`src/rtl/loop_resp_pkg.sv`:
```
// Shared types and constants for the loop-body responder.
//   state_t    : RUN / DRAIN responder state
//   occ_width  : width of a counter that can hold 0..depth
package loop_resp_pkg;

  localparam int unsigned DEFAULT_DEPTH = 4;

  typedef enum logic {
    RUN   = 1'b0,
    DRAIN = 1'b1
  } state_t;

  function automatic int unsigned occ_width(input int unsigned depth);
    return $clog2(depth + 1);
  endfunction

endpackage

```
`src/rtl/loop_idx_fifo.sv`:
```
// Synchronous index FIFO, DEPTH x IDX_DWIDTH, no bypass.
// Ports:
//   clk, rstn          : clock, synchronous active-low reset
//   push, push_data    : write request and data
//   pop                : read request (advances head)
//   flush              : discard all entries (wins over push/pop)
//   head               : oldest entry
//   count, empty, full : fill status
module loop_idx_fifo
  import loop_resp_pkg::*;
#(
  parameter int unsigned DEPTH      = DEFAULT_DEPTH,
  parameter int unsigned IDX_DWIDTH = 32,
  localparam int unsigned CNT_W     = occ_width(DEPTH)
) (
  input  logic                  clk,
  input  logic                  rstn,
  input  logic                  push,
  input  logic [IDX_DWIDTH-1:0] push_data,
  input  logic                  pop,
  input  logic                  flush,
  output logic [IDX_DWIDTH-1:0] head,
  output logic [CNT_W-1:0]      count,
  output logic                  empty,
  output logic                  full
);

  localparam int unsigned PTR_W = $clog2(DEPTH);

  logic [IDX_DWIDTH-1:0] mem [DEPTH];
  logic [PTR_W-1:0]      wr_ptr;
  logic [PTR_W-1:0]      rd_ptr;
  logic                  do_push;
  logic                  do_pop;

  assign empty   = (count == '0);
  assign full    = (count == CNT_W'(DEPTH));
  assign do_push = push & ~full;
  assign do_pop  = pop & ~empty;
  assign head    = mem[rd_ptr];

  // Storage is cleared on reset so the head reads zero out of reset.
  always_ff @(posedge clk) begin
    if (!rstn) begin
      wr_ptr <= '0;
      rd_ptr <= '0;
      count  <= '0;
      for (int i = 0; i < DEPTH; i++) mem[i] <= '0;
    end else if (flush) begin
      wr_ptr <= '0;
      rd_ptr <= '0;
      count  <= '0;
    end else begin
      if (do_push) begin
        mem[wr_ptr] <= push_data;
        wr_ptr      <= wr_ptr + PTR_W'(1);
      end
      if (do_pop) rd_ptr <= rd_ptr + PTR_W'(1);
      count <= count + CNT_W'(do_push) - CNT_W'(do_pop);
    end
  end

endmodule

```
`src/rtl/loop_body_responder.sv`:
```
// Slave side of the looper ap handshake: queues accepted indices, issues
// them to a worker over valid/ready and returns in-order ap_done/ap_return.
// Optional macro LOOP_BREAK_FLUSH_EN: a break completion flushes queued
// indices and silently drains the remaining in-flight results.
// Ports:
//   clk, rstn                 : clock, synchronous active-low reset
//   ap_start, ap_idx, ap_ready: iteration request / accept
//   ap_done, ap_return        : registered completion pulse and break flag
//   ap_idle                   : nothing queued or in flight
//   work_valid/ready/idx      : index issue to the worker
//   res_valid, res_break      : in-order worker completion
//   occupancy                 : queued + in-flight count
module loop_body_responder
  import loop_resp_pkg::*;
#(
  parameter int unsigned IDX_DWIDTH = 32,
  parameter int unsigned DEPTH      = DEFAULT_DEPTH,
  localparam int unsigned OCC_W     = occ_width(DEPTH)
) (
  input  logic                  clk,
  input  logic                  rstn,
  input  logic                  ap_start,
  input  logic [IDX_DWIDTH-1:0] ap_idx,
  output logic                  ap_ready,
  output logic                  ap_done,
  output logic                  ap_idle,
  output logic                  ap_return,
  output logic                  work_valid,
  input  logic                  work_ready,
  output logic [IDX_DWIDTH-1:0] work_idx,
  input  logic                  res_valid,
  input  logic                  res_break,
  output logic [OCC_W-1:0]      occupancy
);

  state_t           state;
  state_t           state_next;
  logic [OCC_W-1:0] q_cnt;
  logic [OCC_W-1:0] inflight;
  logic [OCC_W-1:0] inflight_next;
  logic             fifo_empty;
  logic             fifo_full;
  logic             accept;
  logic             issue;
  logic             complete;
  logic             done_set;
  logic             flush;

  loop_idx_fifo #(
    .DEPTH      (DEPTH),
    .IDX_DWIDTH (IDX_DWIDTH)
  ) u_fifo (
    .clk       (clk),
    .rstn      (rstn),
    .push      (accept),
    .push_data (ap_idx),
    .pop       (issue),
    .flush     (flush),
    .head      (work_idx),
    .count     (q_cnt),
    .empty     (fifo_empty),
    .full      (fifo_full)
  );

  assign occupancy     = q_cnt + inflight;
  assign ap_idle       = (occupancy == '0) & (state == RUN);
  assign accept        = ap_start & ap_ready;
  assign issue         = work_valid & work_ready;
  // Results with nothing in flight are stray and ignored.
  assign complete      = res_valid & (inflight != '0);
  assign inflight_next = inflight + OCC_W'(issue) - OCC_W'(complete);

`ifdef LOOP_BREAK_FLUSH_EN
  // A pending break blocks accepts so a flushed edge never takes a new index.
  assign ap_ready   = (state == RUN) & (occupancy < OCC_W'(DEPTH)) & ~fifo_full
                      & ~(res_valid & res_break);
  assign work_valid = (state == RUN) & ~fifo_empty;
  assign done_set   = complete & (state == RUN);
  assign flush      = done_set & res_break;
`else
  assign ap_ready   = (occupancy < OCC_W'(DEPTH)) & ~fifo_full;
  assign work_valid = ~fifo_empty;
  assign done_set   = complete;
  assign flush      = 1'b0;
`endif

  // Next-state: DRAIN only entered on a break with results still in flight.
  always_comb begin
    state_next = state;
`ifdef LOOP_BREAK_FLUSH_EN
    unique case (state)
      RUN:     if (flush && (inflight_next != '0)) state_next = DRAIN;
      DRAIN:   if (inflight == '0) state_next = RUN;
      default: state_next = RUN;
    endcase
`endif
  end

  // State, in-flight counter and registered completion outputs.
  always_ff @(posedge clk) begin
    if (!rstn) begin
      state     <= RUN;
      inflight  <= '0;
      ap_done   <= 1'b0;
      ap_return <= 1'b0;
    end else begin
      state     <= state_next;
      inflight  <= inflight_next;
      ap_done   <= done_set;
      ap_return <= done_set & res_break;
    end
  end

endmodule

```
`config.mk`:
```
export PLATFORM = sky130hd
export DESIGN_NAME = loop_body_responder
export DESIGN_NICKNAME = d
export VERILOG_FILES = /design/src/rtl/loop_resp_pkg.sv /design/src/rtl/loop_idx_fifo.sv /design/src/rtl/loop_body_responder.sv
export SDC_FILE = /design/constraint.sdc
export NUM_CORES = 1
export LEC_CHECK = 0
export CORE_MARGIN = 2
export CORE_UTILIZATION = 45
export CTS_BUF_LIST = sky130_fd_sc_hd__clkbuf_16
export DETAILED_ROUTE_END_ITERATION = 12
export PLACE_DENSITY = 0.67
export SETUP_SLACK_MARGIN = 0.02
export SLEW_MARGIN = 10
export SYNTH_ARGS = -nofsm -noshare
export SYNTH_HDL_FRONTEND = slang
export SYNTH_HIERARCHICAL = 1
export SYNTH_SLANG_ARGS = --single-unit
```
`constraint.sdc`:
```
create_clock -name clk -period 5.4 [get_ports clk]
set_input_delay 1.08 -clock clk [delete_from_list [all_inputs] [get_ports clk]]
set_output_delay 1.08 -clock clk [all_outputs]
set_load 0.1 [all_outputs]
```
== Yosys cells after proc, flatten, opt, wreduce, memory -nomap -nowiden ==
Memories as Yosys holds them, arrays and structs flattened. A register that Yosys moved wholly into a read port is not among the register bits.
Index checks and enable logic that the tools add are counted.

* Output and inout bits: 40
* Bits in registers: 12
* Bits in read-only memories: 0
* Latch bits: 0
* Memories: 1
* Memory bits (writable): 128

* $lt $le $gt $ge: 1
* Divide/modulo/power cells: 0
* Bitwise operators: 9
* Reductions and logical operators: 4
* $add $sub $neg: 7
* Shift-type cells: 0
* Equal/unequal tests: 1
* $mul: 0
* Mux-type cells: 9

{| class="wikitable"
|+ Memories
! name !! depth !! bits a word !! rd ports !! clocked after Yosys merged registers in !! wr ports !! RTL line !! text
|-
| u_fifo.mem || 4 || 32 || 1 || 1 || 4 || loop_idx_fifo.sv:30 || <nowiki>logic [IDX_DWIDTH-1:0] mem [DEPTH];</nowiki>
|}

{| class="wikitable"
|+ Operator list
! operator !! count
|-
| 32-bit two-way mux || 1
|-
| 32-bit OR reduction || 1
|-
| 1-bit AND || 7
|-
| 3-bit by 1-bit adder with 3-bit output || 2
|-
| 3-bit zero test || 2
|-
| 2-bit two-way mux || 3
|-
| 3-bit by 1-bit subtractor with 3-bit output || 2
|-
| 1-bit two-way mux || 5
|-
| 2-bit by 1-bit adder with 2-bit output, second input constant || 2
|-
| 3-bit adder || 1
|-
| 3-bit == test, second input constant || 1
|-
| 3-bit < comparator, second input constant || 1
|-
| 3-bit nonzero test || 1
|-
| 1-bit inverter || 2
|}

== Logic depth before layout (Yosys ltp) ==
* Depth after elaboration: 10
* Gate-level depth with buffers: 14
* Mapped depth without buffers: 14

== Modules after synthesis ==
The synthesis kept the hierarchy.

{| class="wikitable"
|+ By module, submodules not included
! module !! instances !! sequential area each (sq um) !! cells each !! area an instance (sq um)
|-
| loop_idx_fifo || 1 || 4023.9 || 357 || 5978.2
|-
| loop_body_responder || 1 || 100.1 || 30 || 320.3
|}

== Worst setup path after synthesis ==
Ideal clock, no wire load.

* Kind: register -> register
* Start: register u_fifo.count[1]
* End: memory u_fifo.mem[3][0], enable pin
* Arrival time: 4.707 ns
* Slack: 0.223 ns
* Setup time: 0.470 ns
* Period minus slack after synthesis: 5.177 ns
* Buffers on the path: 0
* Cell stages (with the launch flop): 7
* Path through: dfxtp_1 -> inv_1 -> fa_1 -> xnor3_2 -> nor3b_2 -> or2b_2 -> o31ai_1

{| class="wikitable"
|+ RTL lines
! item !! RTL line !! text
|-
| from (decl) || loop_idx_fifo.sv:23 || <nowiki>output logic [CNT_W-1:0] count,</nowiki>
|-
| from (signal assigned) || loop_idx_fifo.sv:59 || <nowiki>count <= count + CNT_W'(do_push) - CNT_W'(do_pop);</nowiki>
|-
| to (decl) || loop_idx_fifo.sv:30 ||
|}

== Worst setup path in the final report ==
* Start: register u_fifo.count[0]
* End: output ap_idle

* Cells in the longest elaborated chain, start to end: 2

{| class="wikitable"
|+ Ends and longest elaborated chain
! item !! RTL line !! text
|-
| 3-bit adder || loop_body_responder.sv:65 || <nowiki>assign occupancy = q_cnt + inflight;</nowiki>
|-
| 3-bit zero test || loop_body_responder.sv:66 || <nowiki>assign ap_idle = (occupancy == '0) & (state == RUN);</nowiki>
|-
| to (decl) || loop_body_responder.sv:26 || <nowiki>output logic ap_idle,</nowiki>
|}

No other way between the ends.

==> flow_summary_export.csv <==
group,metric,value,unit
route,drt-pass1-iter-count,4,
power_and_ir_drop,seqPwrFrac,44.9,%
grt,grt_pass1_wl,18800,um
grt,grt_pass1_vias,3577,
floorplanning,core-area,0.0138,sq mm
synth,synth.avg_cell_area,16.3,sq um
clock_tree,cts_resized,0,
layout,drive_gt1_share,16.4,%
route,totalWireLength,11900,um
placement,routabilityCongestion,0.730,
worst_setup_path,crit_path_start_kind,"flip-flop",
sta,skew,0.00573,ns
power_and_ir_drop,power_density,375,mW/mm^2
layout,nFillCells,1149,
synth,yosys_most_used_dff,"edfxtp_1",
clock_tree,numCtsBuffers,17,
sta,tightest_slew,1.02,ns
synth,synth_edf_count,128,
clock_tree,clkTransAtPathRegs,0.05,ns
floorplanning,ioPinCount,78,
worst_setup_path,path_class,"reg -> out",
layout,final_util,56.3,%
placement,place_area,0.00728,sq mm
sta,rsz0062_at_grt,"false",
run_status,status,"complete, no violations",
power_and_ir_drop,combinationalPowerShare,22.5,%
sta,finalHoldViolations,0,
synth,ys_ff_latch,142,
synth,ys_seq_area_share,65.5,%
layout,fin_area,0.00776,sq mm
grt,gr-total-overflow,0,
grt,antenna_found_initial,0,
clock_tree,cts_setup_buffers,0,
flow_run,max_cap_violations,0,
sta,max_slew_margin,31.9,%
route,drt-wirelength-per-cell,18.0,um
sta,fmax,0.232,GHz
layout,antennaDiodeCount,0,
sta,setup_ws,1.10,ns
power_and_ir_drop,switching_share,30.6,%
placement,place_hpwl,7140,um
clock_tree,clk_latency,0.41,ns
clock_tree,clk_path_buf_depth,2,
power_and_ir_drop,p_clk_share,32.6,%
route,vias,3276,
floorplanning,start_util,45.7,%
worst_setup_path,arrival,3.22,ns
grt,grt_max_degree,35,
power_and_ir_drop,power,2.91,mW
power_and_ir_drop,internal_power,2.02,mW
worst_setup_path,critical_path_required,4.32,ns
clock_tree,cts_root_buf,"clkbuf_16",
route,dr.first_iter.drc_count,185,
synth,ys_types,38,
floorplanning,rows,43,
worst_setup_path,crit_fanout,4,
clock_tree,cts_tree,"built",
clock_tree,cts_hold_buf,0,
floorplanning,die_w,122,um
placement,place_ws,1.52,ns
synth,syn_inst,387,
worst_setup_path,end_kind,"output pin",
power_and_ir_drop,switchingPower,0.892,mW
floorplanning,die_h,122,um
floorplanning,die-area,0.0150,sq mm
clock_tree,htree_levels,4,
power_and_ir_drop,leakage,2.83,nW
synth,synth_area,0.00630,sq mm
layout,finalNetCount,518,
clock_tree,clock-sinks,142,
grt,track_usage,17.3,%
sta,finalCriticalPeriod,4.30,ns
layout,syn_to_final_growth,23.1,%
sta,tns,0,ns
route,drc,0,
sta,drv_slew,0,
synth,ys_warn_count,6,
power_and_ir_drop,ir_drop,329,uV
placement,io_buffers,77,
route,antenna_left,0,
sta,min_period_over_period,79.7,%
route,viasPerCell,4.94,
sta,setup_viol,0,
worst_hold_path,hp-class,"reg -> reg",
synth,async_reset_ff_share,0,%
[cells in the final DEF (no fill, tap or decap), types with 5 or more instances in the layout]
cell / n
clkbuf_16: 17
edfxtp_1: 128
inv_1: 16
and2_2: 6
nor2b_1: 5
clkdlybuf4s50_1: 77
and2_1: 127
buf_4: 6
nor2_1: 5
dfxtp_1: 12
mux4_2: 32
[cell type report]
class | count | area [sq um] | area share [%]
inverters | 8 | 30.0 | 0.387
well taps | 180 | 225 | 2.90
clock inverters | 12 | 47.5 | 0.613
multi-input cells | 221 | 2090 | 26.9
clock buffers | 17 | 425 | 5.48
flip-flops and latches | 142 | 4130 | 53.2
repair buffers | 83 | 816 | 10.5
[registers in the layout, indices dropped and copies added (netlist names), named ones only]
| signal | count |
|---|---|
| u_fifo/mem | 128 |
| inflight | 3 |
| u_fifo/rd_ptr | 2 |
| ap_return | 1 |
| ap_done | 1 |
| u_fifo/wr_ptr | 2 |
| u_fifo/count | 3 |
[critical path, cell delays in order, from the launching register on]
cell and delay [ns]:
dfxtp_1 0.43, ha_1 0.18, inv_1 0.05, fa_1 0.36
xnor3_2 0.44, nor3_1 0.17, clkdlybuf4s50_1 1.18
[cells in the mapped netlist (3+ instances only)]
| cell type | n | area (sq um) |
|---|---|---|
| nand2_1 | 4 | 15.0 |
| inv_1 | 8 | 30.0 |
| o21ai_0 | 3 | 15.0 |
| nor2_1 | 5 | 18.8 |
| dfxtp_1 | 14 | 280 |
| and2_2 | 6 | 45.0 |
| and2_1 | 127 | 795 |
| edfxtp_1 | 128 | 3840 |
| clkbuf_1 | 4 | 15.0 |
| nor3_1 | 3 | 15.0 |
| fa_1 | 3 | 60.1 |
| mux4_2 | 32 | 721 |
| nor2b_1 | 5 | 31.3 |
| ha_1 | 4 | 50.1 |
| buf_2 | 4 | 20.0 |
| or2b_1 | 3 | 22.5 |
| clkbuf_2 | 9 | 45.0 |
[cell families (layout without fill, tap and decap cells)]
| family | after synthesis | in the layout | synth area share (%) |
|---|---|---|---|
| AO/OA/AOI/OAI | 8 | 8 | 0.834 |
| XOR/XNOR | 4 | 4 | 1.01 |
| multiplexers | 33 | 33 | 11.6 |
| flip-flops | 142 | 142 | 65.5 |
| buffers and inverters | 27 | 120 | 1.87 |
| adder cells (fa/ha/maj) | 7 | 7 | 1.75 |
| other | 1 | 4 | 0.0595 |
| AND/OR/NAND/NOR | 165 | 165 | 17.4 |
[power by group through the flow]
| stage | logic [mW] | registers, mW | clock network [mW] |
|---|---|---|---|
| after floorplan | 0.482 | 1.33 | 0 |
| after global routing | 0.687 | 1.32 | 1.01 |
| after CTS | 0.661 | 1.31 | 0.968 |
| after detailed placement | 0.659 | 1.33 | 0 |
| after global placement | 0.654 | 1.33 | 0 |
| final | 0.654 | 1.31 | 0.948 |
[per-layer routing]
metal | global-route usage, % | vias up | wire length (um)
met1 | 21.8 | 1623 | 5310
met4 | 7.61 | 0 | 213
met2 | 28.2 | 57 | 5950
met3 | 4.79 | 14 | 436
li1 | - | 1582 | -
met5 | 0 | - | 0
[path summary, 6_finish.rpt]
| path | startpoint | endpoint | slack [ns] | cells after the start |
|---|---|---|---|---|
| worst min register to register | u_fifo/rd_ptr[1] | flip-flop | 0.50 | 2 |
| worst max-delay path | u_fifo/count[0] | ap_idle | 1.10 | 6 |
| worst max register to register | u_fifo/count[0] | u_fifo/mem[2][4] | 1.69 | 9 |
| worst min-delay path | u_fifo/rd_ptr[1] | flip-flop | 0.50 | 2 |
[through the flow]
| step | hold WS [ns] | cells |
|---|---|---|
| after floorplan | 0.459 | 390 |
| after global placement | 0.475 | 634 |
| after detailed placement | 0.495 | 634 |
| after CTS | 0.502 | 663 |
| after global routing | 0.539 | 663 |
| final | 0.497 | 663 |
Power figures use the tool's default switching activity.
